--- src/rtl/wir_ctrl.sv ---
// Wrapper instruction register controller: WIR shift/update stages, bypass register,
// WBR0 enable decode and registered serial output, with control-protocol error detection.
module wir_ctrl #(
    parameter int unsigned WIR_WIDTH = 3
) (
    input  logic                 CLK,
    input  logic                 reset,
    input  logic                 WSI,
    input  logic                 SelectWIR,
    input  logic                 CaptureWR,
    input  logic                 ShiftWR,
    input  logic                 UpdateWR,
    input  logic                 WPSO0,
    output logic                 WPSI0,
    output logic                 wse_outputs,
    output logic                 hold_outputs,
    output logic                 BusDisable,
    output logic                 WSO,
    output logic                 proto_err,
    output logic [WIR_WIDTH-1:0] wir_active
);

    localparam logic [WIR_WIDTH-1:0] OpExtest  = WIR_WIDTH'(1);
    localparam logic [WIR_WIDTH-1:0] OpIntest  = WIR_WIDTH'(2);
    localparam logic [WIR_WIDTH-1:0] OpPreload = WIR_WIDTH'(3);
    localparam logic [WIR_WIDTH-1:0] OpSafe    = WIR_WIDTH'(4);
    localparam logic [WIR_WIDTH-1:0] OpClamp   = WIR_WIDTH'(5);

    typedef enum logic [1:0] {StIdle, StCapture, StShift, StUpdate} state_e;

    state_e               state_q, state_d;
    logic                 shift_seen_q, shift_seen_d;
    logic [WIR_WIDTH-1:0] wir_sh_q, wir_sh_d;
    logic [WIR_WIDTH-1:0] wir_act_q, wir_act_d;
    logic                 byp_q, byp_d;
    logic                 wso_q, wso_d;
    logic                 hold_q, hold_d;
    logic                 bd_q, bd_d;
    logic                 perr_q, perr_d;

    logic do_cap, do_sh, do_upd, multi, upd_ok, wbr_sel;

    function automatic logic dec_hold(input logic [WIR_WIDTH-1:0] op);
        return (op == OpExtest) || (op == OpIntest) || (op == OpClamp);
    endfunction

    function automatic logic dec_wbr(input logic [WIR_WIDTH-1:0] op);
        return (op == OpExtest) || (op == OpIntest) || (op == OpPreload);
    endfunction

    assign wbr_sel = dec_wbr(wir_act_q);

    // Priority: capture beats shift beats update; only the winner acts.
    assign do_cap = CaptureWR;
    assign do_sh  = ShiftWR & ~CaptureWR;
    assign do_upd = UpdateWR & ~CaptureWR & ~ShiftWR;
    assign multi  = (CaptureWR & ShiftWR) | (CaptureWR & UpdateWR) | (ShiftWR & UpdateWR);
    // Shift-seen flag remembers a shift as the last real operation across idle cycles.
    assign upd_ok = (state_q == StShift) || ((state_q == StIdle) && shift_seen_q);

    always_comb begin
        state_d      = StIdle;
        shift_seen_d = shift_seen_q;
        wir_sh_d     = wir_sh_q;
        wir_act_d    = wir_act_q;
        byp_d        = byp_q;
        wso_d        = wso_q;
        hold_d       = hold_q;
        bd_d         = bd_q;
        perr_d       = multi | (do_upd & ~upd_ok);

        if (do_cap) begin
            state_d      = StCapture;
            shift_seen_d = 1'b0;
            if (SelectWIR) begin
                wir_sh_d = WIR_WIDTH'(1);
            end else if (!wbr_sel) begin
                byp_d = 1'b0;
            end
        end else if (do_sh) begin
            state_d      = StShift;
            shift_seen_d = 1'b1;
            if (SelectWIR) begin
                wso_d    = wir_sh_q[0];
                wir_sh_d = {WSI, wir_sh_q[WIR_WIDTH-1:1]};
            end else if (!wbr_sel) begin
                wso_d = byp_q;
                byp_d = WSI;
            end else begin
                wso_d = WPSO0;
            end
        end else if (do_upd && upd_ok) begin
            state_d      = StUpdate;
            shift_seen_d = 1'b0;
            if (SelectWIR) begin
                wir_act_d = wir_sh_q;
                hold_d    = dec_hold(wir_sh_q);
                bd_d      = (wir_sh_q == OpSafe);
            end
        end
    end

    always_ff @(posedge CLK or posedge reset) begin
        if (reset) begin
            state_q      <= StIdle;
            shift_seen_q <= 1'b0;
            wir_sh_q     <= '0;
            wir_act_q    <= '0;
            byp_q        <= 1'b0;
            wso_q        <= 1'b0;
            hold_q       <= 1'b0;
            bd_q         <= 1'b0;
            perr_q       <= 1'b0;
        end else begin
            state_q      <= state_d;
            shift_seen_q <= shift_seen_d;
            wir_sh_q     <= wir_sh_d;
            wir_act_q    <= wir_act_d;
            byp_q        <= byp_d;
            wso_q        <= wso_d;
            hold_q       <= hold_d;
            bd_q         <= bd_d;
            perr_q       <= perr_d;
        end
    end

    assign WPSI0        = WSI;
    assign wse_outputs  = ShiftWR & ~SelectWIR & ~CaptureWR & wbr_sel;
    assign hold_outputs = hold_q;
    assign BusDisable   = bd_q;
    assign WSO          = wso_q;
    assign proto_err    = perr_q;
    assign wir_active   = wir_act_q;

endmodule

--- config.mk ---
export PLATFORM = sky130hd
export DESIGN_NAME = wir_ctrl
export DESIGN_NICKNAME = d
export VERILOG_FILES = /design/src/rtl/wir_ctrl.sv
export SDC_FILE = /design/constraint.sdc
export NUM_CORES = 1
export LEC_CHECK = 0
export ABC_AREA = 0
export CORE_MARGIN = 4
export CORE_UTILIZATION = 50
export CTS_CLUSTER_DIAMETER = 80
export DETAILED_ROUTE_END_ITERATION = 8
export PLACE_DENSITY = 0.85
export SLEW_MARGIN = 10
export SYNTH_ARGS = -nofsm -noshare
export SYNTH_HDL_FRONTEND = slang
export SYNTH_SLANG_ARGS = --single-unit
--- constraint.sdc ---
create_clock -name CLK -period 2.8 [get_ports CLK]
set_clock_uncertainty 0.15 [all_clocks]
set_input_delay 0.84 -clock CLK [delete_from_list [all_inputs] [get_ports CLK]]
set_output_delay 0.84 -clock CLK [all_outputs]
set_load 0.03 [all_outputs]
==> results of run 1 <==
## worst max-delay path: stages
cell and delay (ns):
clkdlybuf4s50_1 0.42, nand2b_4 0.15, nand2b_4 0.14, nor2_2 0.08, buf_4 0.16
## registers in the layout, summed over array words and instances, names as in the netlist
register and count:
BusDisable 1, WSO 1, byp_q 1, hold_outputs 1, proto_err 1, shift_seen_q 1, state_q 2, wir_active 3
wir_sh_q 3
## cells in the final DEF (no fill, tap or decap), types with 2 or more instances in the layout
cell and instances:
o22a_1 3, o21ai_0 3, buf_4 6, mux2_2 5
nor2_1 2, inv_1 2, dfrtp_1 14, clkbuf_4 3
mux2i_1 2, clkdlybuf4s50_1 13, nand2b_4 2, nand2b_1 2
nand2_1 7
## routing by layer
layer | wire, um | vias up | share of wire | GRT usage
met5 | 0 | - | 0 | 0
met4 | 36 | 0 | 0.027 | 0.0877
met3 | 70 | 5 | 0.053 | 0.0478
met2 | 670 | 12 | 0.51 | 0.263
met1 | 539 | 234 | 0.41 | 0.186
li1 | - | 252 | - | -
## where the power goes
part	leakage (nW)	switching [mW]	total (mW)	internal, mW
combinational	0.219	0.0823	0.156	0.0740
clock	0.0138	0.0607	0.111	0.0500
sequential	0.178	0.0185	0.246	0.227
## per-stage QoR
step | power [mW] | hold slack, ns | setup TNS, ns | util | cells
final | 0.513 | 0.348 | 0 | 0.695 | 93
after global routing | 0.539 | 0.377 | 0 | 0.695 | 93
after CTS | 0.513 | 0.348 | 0 | 0.693 | 93
after detailed placement | 0.403 | 0.331 | -0.125 | 0.660 | 89
after global placement | 0.397 | 0.331 | -0.0898 | 0.660 | 89
after floorplan | 0.342 | 0.316 | 0 | - | 59
## final timing paths
| check | endpoint | slack, ns | depth (start not counted) |
|---|---|---|---|
| max | wse_outputs | 0.03 | 5 |
| min | WSO | 0.35 | 2 |
| max reg2reg | wir_active[0] | 1.27 | 2 |
| min reg2reg | WSO | 0.35 | 2 |
| max in group asynchronous | WSO | 1.41 | 2 |
| min in group asynchronous | proto_err | 0.74 | 2 |
## area by class of cell
cell class	instances	share of cell area
multi-input combinational	39	0.355
inverter	2	0.00830
clock buffer	3	0.0249
tap	15	0.0207
sequential	14	0.387
timing repair buffer	20	0.203
## repair_timing
action,in CTS,in global routing
pin swaps,1,0
endpoints found under the setup margin,1,1
buffers inserted,1,0
resized for setup,3,1
## cell families after synthesis
family | after synthesis | share of synthesized area
AND/OR/NAND/NOR | 19 | 0.183
flip-flops | 14 | 0.507
AO/OA/AOI/OAI | 13 | 0.147
multiplexers | 7 | 0.111
buffers and inverters | 6 | 0.0525
==> summary.md, run 1 <==
| Metric | Value |
|---|---|
| Setup WS post-layout | `roughly 0.029 ns` |
| Core Rows | `13` |
| CP Data Arrival Time | `1.78 ns` |
| DP HPWL | `999 um` |
| H-tree Lvls | `1` |
| Netlist cell types | `25` |
| HP Class | `flop to flop` |
| Vias per inst | `5.41` |
| Critical Path RT | `1.81 ns` |
| # diodes | `0` |
| Asr flop ratio synth | `1.00` |
| Die width | `45.2 um` |
| Chip height | `45.2 um` |
| Synth top area share | `0.507` |
| Critical Path Start | `CaptureWR` |
| RSZ-0062 raised after global routing | `no` |
| Vias in the first global route | `between 500 and 600` |
| Critical-path maximum fanout | `2` |
| Static Leak | `0.410 nW` |
| Count of input and output buffers | `16` |
| Vias | `around 500` |
| Syn nets | `between 60 and 70` |
| Clk pin slew, worst setup/hold paths | `0.07 ns` |
| Final instance area | `roughly 900 sq um` |
| Worst slew margin | `0.649` |
| Synth area leaders | `dfrtp_1, mux2_2, nand2_1` |
| Minimum clock period | `approximately 2.8 ns` |
| Status | `complete, no violations` |
| Synth-to-Final Area Change | `31.0%` |
| Overall global routing resource usage | `0.161` |
| Clock Path Buffers | `2` |
| DRC Markers | `0` |
| Crit start category | `input pin` |
| Post-synth EDFFs | `0` |
| Initial antenna violation count | `0` |
| Hold Startpoint | `WSO` |
| Layout cell share with drive strength beyond 1 | `0.269` |
| Final Hold Vio Count | `0` |
| Yosys Warn Count | `0` |
| Fin crit share | `0.990` |
| CTS Hold Bufs | `0` |
| Final nets | `88` |
| First drt pass iteration count | `3` |
| Total gr overflow | `0` |
| First-pass GRT wire length | `2240 um` |
| Fillers | `101` |
| Main synth FF type | `dfrtp_1` |
| Initial core utilization | `0.531` |
| Max-slew violation count | `0` |
| Top-count cell post-synth | `dfrtp_1` |
| Top-Level Pins | `17` |
| Post-synthesis sequential area ratio | `0.507` |
| Synth top cells by count | `dfrtp_1, nand2_1, mux2_2` |
| TritonCTS clock tree | `yes` |
| Mapped Area | `just under 700 sq um` |
| Top cell type by total area after synthesis | `dfrtp_1` |
| Antenna violation net count after detailed routing | `0` |
| Worst Setup End Kind | `output pin` |
| Clk Latency, worst-skew pair | `about 0.28 ns` |
| PD cells | `567 nW/um^2` |
| Wire per inst | `14.2 um` |
| Initial drt markers | `5` |
| Maximum Capacitance Violations | `0` |
| Core Box Area | `between 1000 and 1500 sq um` |
| #FFs+latches synth | `14` |
| Register area | `between 300 and 400 sq um` |
| DIE AREA | `2040 sq um` |
| Clock buffer count from CTS | `3` |
| Fmax | `361 MHz` |
| Largest net degree at the start of global routing | `15` |
| Routed WL | `roughly 1300 um` |
| Endpoints failing setup | `0` |
| Root buffer cell | `clkbuf_4` |
| Post-Synthesis Cells | `59` |
| Maximum vdd drop | `0.311 mV` |
| Worst slew pin tran | `~0.53 ns` |
| # clock sinks | `14` |
| Cell Area, Placed | `858 sq um` |
| Syn_area_per_cell | `11.7 sq um` |
| Routability congestion estimate | `around 0.76` |
| Worst r2r src | `state_q[0]` |
| Multi-input logic area | `322 sq um` |
| WS Path Type | `input pin to output pin` |
| Placement Setup Slack | `-0.125 ns` |
Power figures use the tool's default switching activity.
==> run 2: changes to the inputs <==
--- a/config.mk
+++ b/config.mk
@@ -7,10 +7,10 @@
 export LEC_CHECK = 0
 export ABC_AREA = 0
 export CORE_MARGIN = 4
-export CORE_UTILIZATION = 50
+export CORE_UTILIZATION = 46
 export CTS_CLUSTER_DIAMETER = 80
 export DETAILED_ROUTE_END_ITERATION = 8
-export PLACE_DENSITY = 0.85
+export PLACE_DENSITY = 0.79
 export SLEW_MARGIN = 10
 export SYNTH_ARGS = -nofsm -noshare
 export SYNTH_HDL_FRONTEND = slang
==> constraint.sdc (replaced) <==
create_clock -name CLK -period 3.1 [get_ports CLK]
set_clock_uncertainty 0.15 [all_clocks]
set_input_delay 0.93 -clock CLK [delete_from_list [all_inputs] [get_ports CLK]]
set_output_delay 0.93 -clock CLK [all_outputs]
set_load 0.03 [all_outputs]
==> run 2 against run 1 <==
Wire length decreased by 6.9%. Largest power group unchanged. Largest cell class unchanged. Utilization decreased by 2.7 points. Critical path type unchanged. Worst hold slack better by 0.0078 ns. Combinational power fell by 12%. Worst setup slack better by 0.078 ns. Final cell count is 1.1% higher. Sequential share of layout area is 0.11 points higher. Global-route usage is 2.1 points lower.
==> summary.md, run 2 (same netlist as run 1, synthesis figures left out) <==
| Metric | Value |
|---|---|
| Reg power frac | `0.452 (-0.027)` |
| Switching part of the total | `0.300 (-0.0146)` |
| Endpoints failing setup | `0 (unchanged)` |
| Critical-path maximum fanout | `2 (unchanged)` |
| Clock buffer count from CTS | `3 (unchanged)` |
| CTS Hold Bufs | `0 (unchanged)` |
| Routed WL | `1230 um (-6.9%)` |
| Min-Delay Endpoint | `byp_q` |
| Vias per inst | `5.39 (-0.28%)` |
| # clock sinks | `14 (unchanged)` |
| DIE AREA | `2190 sq um (+7.1%)` |
| First drt pass iteration count | `4 (+1)` |
| Final Hold Vio Count | `0 (unchanged)` |
| Top-Level Pins | `17 (unchanged)` |
| Worst r2r src | `state_q[0]` |
| TNS Setup | `0 ns (unchanged)` |
| Fmax | `334 MHz` |
| DP HPWL | `951 um (-4.8%)` |
| Hold Startpoint | `byp_q` |
| Largest net degree at the start of global routing | `15 (unchanged)` |
| Maximum Capacitance Violations | `0 (unchanged)` |
| Die width | `46.8 um (+3.5%)` |
| Worst reg2reg setup slack | `1.62 ns (+0.35 ns)` |
| Core Box Area | `1350 sq um (+3.7%)` |
| RSZ-0062 raised after global routing | `no` |
| Antenna violation net count after detailed routing | `0 (unchanged)` |
| # diodes | `0 (unchanged)` |
| Worst slew pin tran | `0.520 ns (-0.00515 ns)` |
| Chip height | `46.8 um (+3.5%)` |
| Layout cell share with drive strength beyond 1 | `0.241 (-0.0287)` |
| Routability congestion estimate | `0.714 (-6.0%)` |
| Wire per inst | `13.0 um (-7.9%)` |
| Worst slew margin | `0.653 (+0.00344)` |
| WS Path Type | `input pin to output pin` |
| Setup WS post-layout | `0.107 ns (+0.0783 ns)` |
| FF-to-FF End | `wir_active[1]` |
| Vias | `507 (+0.80%)` |
| Critical Path RT | `2.02 ns (+0.21 ns)` |
| Commonest non-fill, non-tap cells in the layout | `dfrtp_1, clkdlybuf4s50_1, nand2_1` |
| Fin crit share | `0.965` |
| Crit start category | `input pin` |
| DRC Markers | `0 (unchanged)` |
| Clock power share | `0.269 (+0.053)` |
| H-tree Lvls | `1 (unchanged)` |
| CP Data Arrival Time | `1.91 ns (+0.13 ns)` |
| Minimum clock period | `2.99 ns` |
| Worst Setup End Kind | `output pin` |
| Clk pin slew, worst setup/hold paths | `0.08 ns (about the same)` |
| Finished Core Util | `0.668 (-0.0270)` |
| Status | `complete, no violations` |
| Synth-to-Final Area Change | `30.6%` |
| Max-slew violation count | `0 (unchanged)` |
| Final nets | `88 (unchanged)` |
| Worst reg-to-reg path cell count | `2 (unchanged)` |
| Initial antenna violation count | `0 (unchanged)` |
| TritonCTS clock tree | `yes` |
| Hold path cells | `1 (-1)` |
| Pwr Total | `0.490 mW (-4.5%)` |
| Initial core utilization | `0.512 (-0.0192)` |
| Post-CTS setup buffer count | `0 (-1)` |
| Placement Setup Slack | `0.0835 ns (+0.209 ns)` |
| Initial drt markers | `2 (-3)` |
| Total gr overflow | `0 (unchanged)` |
| PD cells | `543 nW/um^2 (-4.3%)` |
| Vias in the first global route | `479 (-7.0%)` |
| Comb pwr share | `0.279 (-0.026)` |
| Cell Int Power | `0.342 mW (-2.5%)` |
| Core Rows | `13 (unchanged)` |
| Count of input and output buffers | `16 (unchanged)` |
| Root buffer cell | `clkbuf_4` |
| HP Class | `flop to flop` |
| Maximum vdd drop | `0.336 mV (+8.2%)` |
| Overall global routing resource usage | `0.140 (-0.0209)` |
| Static Leak | `0.402 nW (-1.9%)` |
| Psw | `0.147 mW (-8.9%)` |
| First-pass GRT wire length | `2060 um (-8.3%)` |
| Clk Latency, worst-skew pair | `0.28 ns (about the same)` |
| # resized after CTS | `0 (-3)` |
| Clock Path Buffers | `2 (unchanged)` |
run 2: metal layers:
| layer | vias to the layer above | part of all wire | GRT usage |
|---|---|---|---|
| met5 | - | 0 | 0 |
| li1 | 251 | - | - |
| met2 | 12 | 0.47 | 0.225 |
| met1 | 242 | 0.45 | 0.162 |
| met4 | 0 | 0.0098 | 0.0497 |
| met3 | 2 | 0.064 | 0.0690 |
run 2: worst max path at each step:
stage                   start          end  slack (ns)  cells after the start
finish              CaptureWR  wse_outputs        0.11                      5
global route          ShiftWR  wse_outputs       0.002                      5
CTS                   ShiftWR  wse_outputs        0.08                      5
detailed placement    ShiftWR  wse_outputs        0.08                      5
global placement      ShiftWR  wse_outputs        0.10                      5
floorplan           CaptureWR  wse_outputs        0.20                      4
run 2: power groups by stage:
| stage | logic, mW | registers (mW) | clock network [mW] |
|---|---|---|---|
| 3_5_place_dp | 0.138 | 0.225 | 0 |
| 3_3_place_gp | 0.137 | 0.224 | 0 |
| 2_1_floorplan | 0.0569 | 0.252 | 0 |
| 5_1_grt | 0.147 | 0.225 | 0.146 |
| 6_report | 0.137 | 0.221 | 0.132 |
| 4_1_cts | 0.138 | 0.222 | 0.137 |
run 2: metrics by stage:
step / cell area [sq um] / hold slack (ns) / instances
6_report: 902 / 0.356 / 94
5_1_grt: 902 / 0.390 / 94
4_1_cts: 902 / 0.361 / 94
3_5_place_dp: 866 / 0.341 / 90
3_3_place_gp: 866 / 0.330 / 90
2_1_floorplan: 691 / 0.316 / 59
run 2: layout make-up:
type | count | area (sq um)
fill | 111 | 448
sequential | 14 | 350
multi-input combinational | 39 | 304
timing repair buffer | 20 | 185
clock buffer | 4 | 36.3
tap | 15 | 18.8
inverter | 2 | 7.51
run 2: critical path: stages:
cell and delay, ns:
clkdlybuf4s50_1 0.41, nand2b_1 0.15, nand2b_1 0.16, nor2_1 0.10, buf_4 0.17
